`src/rtl/instr_decode_stage.sv`:
```
// instr_decode_stage: RV32I(+M) decoder with a single registered valid/ready output stage.
// Define M_EXT_EN to decode the M-extension ops; otherwise those encodings are flagged illegal.
module instr_decode_stage (
    input  logic        clk,
    input  logic        rst,
    input  logic        in_valid,
    input  logic [31:0] in_instr,
    input  logic [31:0] in_pc,
    output logic        in_ready,
    input  logic        flush,
    output logic        out_valid,
    input  logic        out_ready,
    output logic [46:0] instructions,
    output logic [4:0]  rs1_addr,
    output logic [4:0]  rs2_addr,
    output logic [4:0]  rd_addr,
    output logic [31:0] imm,
    output logic [31:0] pc_out,
    output logic        illegal
);
    localparam logic [2:0] F_R = 3'd0;
    localparam logic [2:0] F_I = 3'd1;
    localparam logic [2:0] F_S = 3'd2;
    localparam logic [2:0] F_B = 3'd3;
    localparam logic [2:0] F_U = 3'd4;
    localparam logic [2:0] F_J = 3'd5;
    localparam logic [2:0] F_N = 3'd6;

    logic [6:0]  w_opc;
    logic [6:0]  w_f7;
    logic [2:0]  w_f3;
    logic        w_hit;
    logic [5:0]  w_idx;
    logic [2:0]  w_fmt;
    logic [2:0]  w_f;
    logic [46:0] w_ops;
    logic [4:0]  w_rs1;
    logic [4:0]  w_rs2;
    logic [4:0]  w_rd;
    logic [31:0] w_imm;
    logic        w_acc;

    logic        r_valid;
    logic [46:0] r_ops;
    logic [4:0]  r_rs1;
    logic [4:0]  r_rs2;
    logic [4:0]  r_rd;
    logic [31:0] r_imm;
    logic [31:0] r_pc;
    logic        r_ill;

    assign w_opc = in_instr[6:0];
    assign w_f3  = in_instr[14:12];
    assign w_f7  = in_instr[31:25];

    // w_idx selects the one-hot bit; w_hit is low for every encoding outside the supported set
    always_comb begin
        w_hit = 1'b0;
        w_idx = 6'd0;
        w_fmt = F_N;
        case (w_opc)
            7'b0110011: begin
                w_fmt = F_R;
                if (w_f7 == 7'b0000000) begin
                    w_hit = 1'b1;
                    case (w_f3)
                        3'd0:    w_idx = 6'd0;
                        3'd1:    w_idx = 6'd5;
                        3'd2:    w_idx = 6'd8;
                        3'd3:    w_idx = 6'd9;
                        3'd4:    w_idx = 6'd2;
                        3'd5:    w_idx = 6'd6;
                        3'd6:    w_idx = 6'd3;
                        default: w_idx = 6'd4;
                    endcase
                end else if (w_f7 == 7'b0100000 && (w_f3 == 3'd0 || w_f3 == 3'd5)) begin
                    w_hit = 1'b1;
                    w_idx = (w_f3 == 3'd0) ? 6'd1 : 6'd7;
                end
`ifdef M_EXT_EN
                else if (w_f7 == 7'b0000001) begin
                    w_hit = 1'b1;
                    w_idx = 6'd37 + {3'b000, w_f3};
                end
`endif
            end
            7'b0010011: begin
                w_fmt = F_I;
                case (w_f3)
                    3'd0: begin w_hit = 1'b1; w_idx = 6'd10; end
                    3'd1: begin w_hit = (w_f7 == 7'b0000000); w_idx = 6'd14; end
                    3'd2: begin w_hit = 1'b1; w_idx = 6'd17; end
                    3'd3: begin w_hit = 1'b1; w_idx = 6'd18; end
                    3'd4: begin w_hit = 1'b1; w_idx = 6'd11; end
                    3'd5: begin
                        w_hit = (w_f7 == 7'b0000000) || (w_f7 == 7'b0100000);
                        w_idx = w_f7[5] ? 6'd16 : 6'd15;
                    end
                    3'd6: begin w_hit = 1'b1; w_idx = 6'd12; end
                    default: begin w_hit = 1'b1; w_idx = 6'd13; end
                endcase
            end
            7'b0000011: begin
                w_fmt = F_I;
                case (w_f3)
                    3'd0:    begin w_hit = 1'b1; w_idx = 6'd19; end
                    3'd1:    begin w_hit = 1'b1; w_idx = 6'd20; end
                    3'd2:    begin w_hit = 1'b1; w_idx = 6'd21; end
                    3'd4:    begin w_hit = 1'b1; w_idx = 6'd22; end
                    3'd5:    begin w_hit = 1'b1; w_idx = 6'd23; end
                    default: w_hit = 1'b0;
                endcase
            end
            7'b0100011: begin
                w_fmt = F_S;
                w_hit = (w_f3 < 3'd3);
                w_idx = 6'd24 + {3'b000, w_f3};
            end
            7'b1100011: begin
                w_fmt = F_B;
                w_hit = (w_f3 != 3'd2) && (w_f3 != 3'd3);
                w_idx = (w_f3 < 3'd2) ? 6'd27 + {3'b000, w_f3} : 6'd25 + {3'b000, w_f3};
            end
            7'b1101111: begin
                w_fmt = F_J;
                w_hit = 1'b1;
                w_idx = 6'd33;
            end
            7'b1100111: begin
                w_fmt = F_I;
                w_hit = (w_f3 == 3'd0);
                w_idx = 6'd34;
            end
            7'b0110111: begin
                w_fmt = F_U;
                w_hit = 1'b1;
                w_idx = 6'd35;
            end
            7'b0010111: begin
                w_fmt = F_U;
                w_hit = 1'b1;
                w_idx = 6'd36;
            end
            7'b1110011: begin
                w_fmt = F_N;
                w_hit = (in_instr == 32'h0000_0073) || (in_instr == 32'h0010_0073);
                w_idx = in_instr[20] ? 6'd46 : 6'd45;
            end
            default: w_hit = 1'b0;
        endcase
    end

    // Illegal words collapse to the no-operand format so every field reads zero
    assign w_f   = w_hit ? w_fmt : F_N;
    assign w_ops = w_hit ? (47'd1 << w_idx) : 47'd0;
    assign w_rs1 = (w_f == F_R || w_f == F_I || w_f == F_S || w_f == F_B) ? in_instr[19:15] : 5'd0;
    assign w_rs2 = (w_f == F_R || w_f == F_S || w_f == F_B) ? in_instr[24:20] : 5'd0;
    assign w_rd  = (w_f == F_R || w_f == F_I || w_f == F_U || w_f == F_J) ? in_instr[11:7] : 5'd0;

    always_comb begin
        w_imm = 32'd0;
        case (w_f)
            F_I:     w_imm = {{20{in_instr[31]}}, in_instr[31:20]};
            F_S:     w_imm = {{20{in_instr[31]}}, in_instr[31:25], in_instr[11:7]};
            F_B:     w_imm = {{19{in_instr[31]}}, in_instr[31], in_instr[7], in_instr[30:25], in_instr[11:8], 1'b0};
            F_U:     w_imm = {in_instr[31:12], 12'd0};
            F_J:     w_imm = {{11{in_instr[31]}}, in_instr[31], in_instr[19:12], in_instr[20], in_instr[30:21], 1'b0};
            default: w_imm = 32'd0;
        endcase
    end

    assign in_ready = !r_valid || out_ready;
    assign w_acc    = in_valid && in_ready;

    always_ff @(posedge clk) begin
        if (rst) begin
            r_valid <= 1'b0;
            r_ops   <= 47'd0;
            r_rs1   <= 5'd0;
            r_rs2   <= 5'd0;
            r_rd    <= 5'd0;
            r_imm   <= 32'd0;
            r_pc    <= 32'd0;
            r_ill   <= 1'b0;
        end else if (flush) begin
            r_valid <= 1'b0;
        end else if (w_acc) begin
            r_valid <= 1'b1;
            r_ops   <= w_ops;
            r_rs1   <= w_rs1;
            r_rs2   <= w_rs2;
            r_rd    <= w_rd;
            r_imm   <= w_imm;
            r_pc    <= in_pc;
            r_ill   <= !w_hit;
        end else if (out_ready) begin
            r_valid <= 1'b0;
        end
    end

    assign out_valid    = r_valid;
    assign instructions = r_ops;
    assign rs1_addr     = r_rs1;
    assign rs2_addr     = r_rs2;
    assign rd_addr      = r_rd;
    assign imm          = r_imm;
    assign pc_out       = r_pc;
    assign illegal      = r_ill;
endmodule

```
`config.mk`:
```
export PLATFORM = sky130hd
export DESIGN_NAME = instr_decode_stage
export DESIGN_NICKNAME = d
export VERILOG_FILES = /design/src/rtl/instr_decode_stage.sv
export SDC_FILE = /design/constraint.sdc
export NUM_CORES = 1
export LEC_CHECK = 0
export CORE_MARGIN = 5
export CORE_UTILIZATION = 55
export CTS_BUF_LIST = sky130_fd_sc_hd__clkbuf_16
export DETAILED_ROUTE_END_ITERATION = 10
export DONT_BUFFER_PORTS = 1
export PLACE_DENSITY = 0.79
export SYNTH_ARGS = -nofsm -noshare
export SYNTH_HDL_FRONTEND = slang
export SYNTH_SLANG_ARGS = --single-unit
```
`constraint.sdc`:
```
create_clock -name clk -period 3.2 [get_ports clk]
set_input_delay 0.96 -clock clk [delete_from_list [all_inputs] [get_ports clk]]
set_output_delay 0.96 -clock clk [all_outputs]
set_load 0.05 [all_outputs]
```
-- Word-level counts from Yosys, hierarchy flattened
Index checks and enable logic that the tools add are counted.
W data, S select, Z words.
- muxes and demuxes: 24
- equality and inequality tests: 26
- shift operators: 1
- magnitude comparators: 2
- reductions and logical operators: 26
- $add $sub $neg: 3
- bitwise operators: 1
- operator list (cell ; number):
    $pmux W32 S5 ; 1
    $pmux W6 S10 ; 1
    $mux W47 ; 1
    $shl A1 B6 Y47 const A ; 1
    $pmux W5 S7 ; 1
    $eq A32 B21 Y1 const B ; 1
    $eq A32 B7 Y1 const B ; 1
    $eq A7 B6 Y1 const B ; 4
    $eq A7 B7 Y1 const B ; 4
    $pmux W4 S7 ; 1
    $pmux W5 S5 ; 1
    $mux W5 ; 4
    $add A5 B3 Y6 const A ; 3
    $pmux W3 S6 ; 1
    $eq A3 B3 Y1 const B ; 5
    $eq A7 B5 Y1 const B ; 2
    $eq A3 B2 Y1 const B ; 4
    $mux W6 ; 2
    $logic_or A1 B1 Y1 ; 11
    $mux W3 ; 3
    $pmux W1 S8 ; 1
    $eq A7 B2 Y1 const B ; 1
    $logic_not A7 Y1 ; 1
    $eq A3 B1 Y1 const B ; 2
    other kinds (14) ; 26
- bits in registers: 128
- logic and storage cells: 91
- input port bits: 69
- output and inout bits: 129

-- Longest topological paths before layout
Gate-level depths: netlist (run 1).
- depth in word-level cells: 12
- gate-level depth with buffers: 11
- depth with buffers taken out: 9

-- Worst setup path after synthesis (run 1)
No wires, ideal clock.
- path kind: input to register
- from: input port in_instr[14]
- to: register r_ops[0], in the netlist instructions[0]
- arrival time: 3.154 ns
- setup time: 0.062 ns
- data required time: 3.138 ns
- buffers on the path: 4
- stages: 11
- slack: -0.016 ns
- cells stage by stage: buf_2 > buf_2 > nand2_1 > ha_1 > clkbuf_1 > ha_1 > a32o_1 > a211oi_2 > and2_1 > buf_2 > a32o_1
- cells in the longest elaborated chain, start to end: 8
- elaborated cells between the ends (all ways): 36
- classes of those cells: 3 x add/sub; 2 x order compare; 10 x eq/ne; 1 x shift; 14 x mux; 6 x reduce/logical
- ends and longest elaborated chain (item ; RTL line ; source):
    start, declared ; 7 ; input logic [31:0] in_instr,
    parallel branches: the longest is 7 deep, another holds $add A5 B3 Y6 ; - ;
    $mux W47 (*) ; 155 ; assign w_ops = w_hit ? (47'd1 << w_idx) : 47'd0;
    end signal, assigned ; 189 ; r_ops <= w_ops;
    end, declared ; 44 ; logic [46:0] r_ops;
Mark *: on every way between the ends.
A chain may end at the register's enable or synchronous reset.

-- Worst setup path after layout (run 1)
- from: input port in_instr[25]
- to: register r_ops[45], in the netlist instructions[45]
- cells in the longest elaborated chain, start to end: 7
- elaborated cells between the ends (all ways): 16
- classes of those cells: 3 x eq/ne; 1 x shift; 8 x mux; 4 x reduce/logical
- ends and longest elaborated chain (item ; RTL line ; source):
    $eq A7 B6 Y1 ; 76, 96 ;
    $logic_and A1 B1 Y1 ; 76 ; end else if (w_f7 == 7'b0100000 && (w_f3 == 3'd0 || w_f3 == 3'd5)) begin
    $mux W3 ; 76 ;
    $mux W6 ; 64 ; if (w_f7 == 7'b0000000) begin
    $pmux W6 S10 ; 61 ; case (w_opc)
    $shl A1 B6 Y47 ; 155 ;
    $mux W47 (*) ; 155 ;
Every way passes the cells marked *; elsewhere a longest branch is shown, timed or not.

==> results.ini, run 1 <==
[sta]
fin_hold_ws_ns = 0.617
finClkSkew_ns = 0.0109
period_share = 0.865
worst_pin_slew_ns = 0.800
setup_viol = 0
setup_tns_ns = 0
layout_min_cycle_time_ns = 2.77
max_freq_mhz = 361
report.final.slew_viol_count = 0
hold_viol = 0
rsz0062_at_grt = false
max-slew-margin-rel = 0.464
finalWorstSetupSlack_ns = 0.433

[synthesis]
syn_nets = 691
yosysMostFrequentCell = dfxtp_1
yosys.area.top_type_share = 0.448
synth_flop_cell = dfxtp_1
yosys_register_bits = 128
yosysSeqAreaShare = 0.448
syn_inst = 620
ys_warn_count = 0
avgSynthCellArea_sq_um = 9.23
async_reset_ff_frac = 0
yosysTopAreaCell = dfxtp_1
mappedNetlistArea_sq_um = 5720
synth_cell_types = 78
synth.area.top_cells = dfxtp_1 (45%), nand2_1 (7.5%), a21oi_1 (5.0%)
synth_edf_count = 0
yosys-top-cells-count = dfxtp_1 (128), nand2_1 (115), a21oi_1 (57), clkbuf_1 (35), a22o_1 (32)

[place]
pre_cts_slack_ns = 0.0379
post_dp_cell_area_sq_um = 5940
dpl.hpwl_um = 12000
dp.cells = 731
io_buffers = 0
routabilityCongestion = 0.949

[floorplanning]
fp-row-count = 37
die_x_um = 112
die_h_um = 112
die-area_sq_um = 12500
ios = 198
start_util = 0.559
core_area_sq_um = 10200

[critical_path]
cp-end-kind = flip-flop
startpoint = in_instr[25]
crit_path_start_kind = input port
r2r_setup_slack_ns = 1.02
r2r_end = rs1_addr[2]
r2r-start = out_valid
path_class = in2reg
crit_fanout = 6
worstPathRequired_ns = 3.55
crit_arrival_ns = 3.12
r2r_cells = 8

[final_layout]
syn_to_final_growth_pct = 14.3
fin_area_sq_um = 6540
diodes = 0
final_nets = 685
drive_above_1_share = 0.174
n_fill_cell = 834
layoutNonFillerInstCount = 763

[power]
ir_drop_uv = 480
p_leak_nw = 2.20
powerDensity_nw_per_um2 = 583

[global_routing]
antenna_found_initial = 0
overflow = 0
grt_first_pass_wirelength_um = 26600
grt_max_degree = 80
grt_usage = 0.263
grt_pass1_vias = 4936

[drt]
antenna_left = 0
wl_per_cell_um = 21.8
vias = 4943
route.detailed.drc = 0
drt_iter0_drc = 395
detail_route.first_pass.iterations = 5
avgViaCountPerCell = 6.48
drt-total-wl_um = 16600

[clocking]
ctsResizeCount = 0
cts_made_buffers = 17
clk_pin_slew_ns = 0.06
cts_tree = done
clockBufferDepth = 2
post_cts_buffers = 0
holdBufCountCts = 0
cts_sinks = 128
clkLatencyLatePin_ns = 0.41
htreeDepth = 4
cts_root_buf = clkbuf_16

[run_status]
status = finished, final reports clean

[run]
maxCapViolCount = 0

[hold_path]
hold_path.startpoint = flush
hold_path_end = out_valid
hold_path_class = in2reg
holdPathStages = 1

## layout make-up
class / instances / area, sq um / area share
repair buffers: 30 / 275 / 0.0421
multi-input cells: 432 / 2920 / 0.446
well taps: 136 / 170 / 0.0260
inverters: 5 / 18.8 / 0.00287
clock buffers: 17 / 425 / 0.0651
flip-flops and latches: 128 / 2560 / 0.392
clock inverters: 15 / 170 / 0.0260
## flip-flops by register name (all words and copies together), names as in the netlist
register	flops
instructions	47
imm	32
pc_out	32
rd_addr	5
rs1_addr	5
rs2_addr	5
illegal	1
out_valid	1
## worst max-delay path: stages
cell	delay, ns
or4_4	0.57
o311a_4	0.41
o211ai_4	0.28
nor3_1	0.18
nor4b_2	0.47
a32o_1	0.23
## how the worst max path moves through the flow
| stage | endpoint | slack, ns | depth (start not counted) |
|---|---|---|---|
| floorplan | instructions[35] | 0.03 | 10 |
| global placement | imm[20] | 0.09 | 6 |
| detailed placement | instructions[46] | 0.04 | 6 |
| CTS | instructions[46] | 0.45 | 6 |
| global route | instructions[32] | 0.34 | 8 |
| finish | instructions[45] | 0.43 | 6 |
## metrics by stage
stage,total power (W),utilization
2_1_floorplan,0.00190,-
3_3_place_gp,0.00192,0.581
3_5_place_dp,0.00192,0.581
4_1_cts,0.00383,0.639
5_1_grt,0.00393,0.639
6_report,0.00381,0.639
## placed cells by master, fill, tap and decap left out, types with 9 or more instances in the layout
cell type | netlist | final
clkbuf_16 | 0 | 17
a22o_1 | 32 | 32
a32o_1 | 15 | 15
nand3_1 | 16 | 16
dfxtp_1 | 128 | 128
nand2_1 | 115 | 115
nor2_1 | 12 | 11
a22oi_1 | 19 | 19
o31ai_2 | 9 | 9
buf_4 | 0 | 26
and2_1 | 12 | 12
a21oi_1 | 57 | 57
## cell families after synthesis
kind of cell / after synthesis / synth area share
buffers and inverters: 60 / 0.0459
flip-flops: 128 / 0.448
multiplexers: 1 / 0.00175
AO/OA/AOI/OAI: 201 / 0.285
XOR/XNOR: 3 / 0.00459
AND/OR/NAND/NOR: 225 / 0.210
adder cells (fa/ha/maj): 2 / 0.00437
## power breakdown
part,leakage (nW),internal [W],switching (W)
Clock,0.285,0.00111,0.000815
Sequential,1.03,0.00161,0.0000851
Combinational,0.883,0.0000728,0.000115
Total,2.20,0.00280,0.00101
## per-layer routing
layer / vias to the layer above / track usage / share of wire
met5: - / 0 / 0
met2: 264 / 0.439 / 0.49
met3: 31 / 0.124 / 0.12
li1: 2303 / - / -
met4: 0 / 0.100 / 0.024
met1: 2345 / 0.291 / 0.37
(Power assumes the default switching activity.)
==> inputs of run 2 (changes only) <==
Settings changed: CAP_MARGIN set to 10.
==> results of run 2 <==
Same layout as run 1: the final DEF is identical, and so are final timing and power.
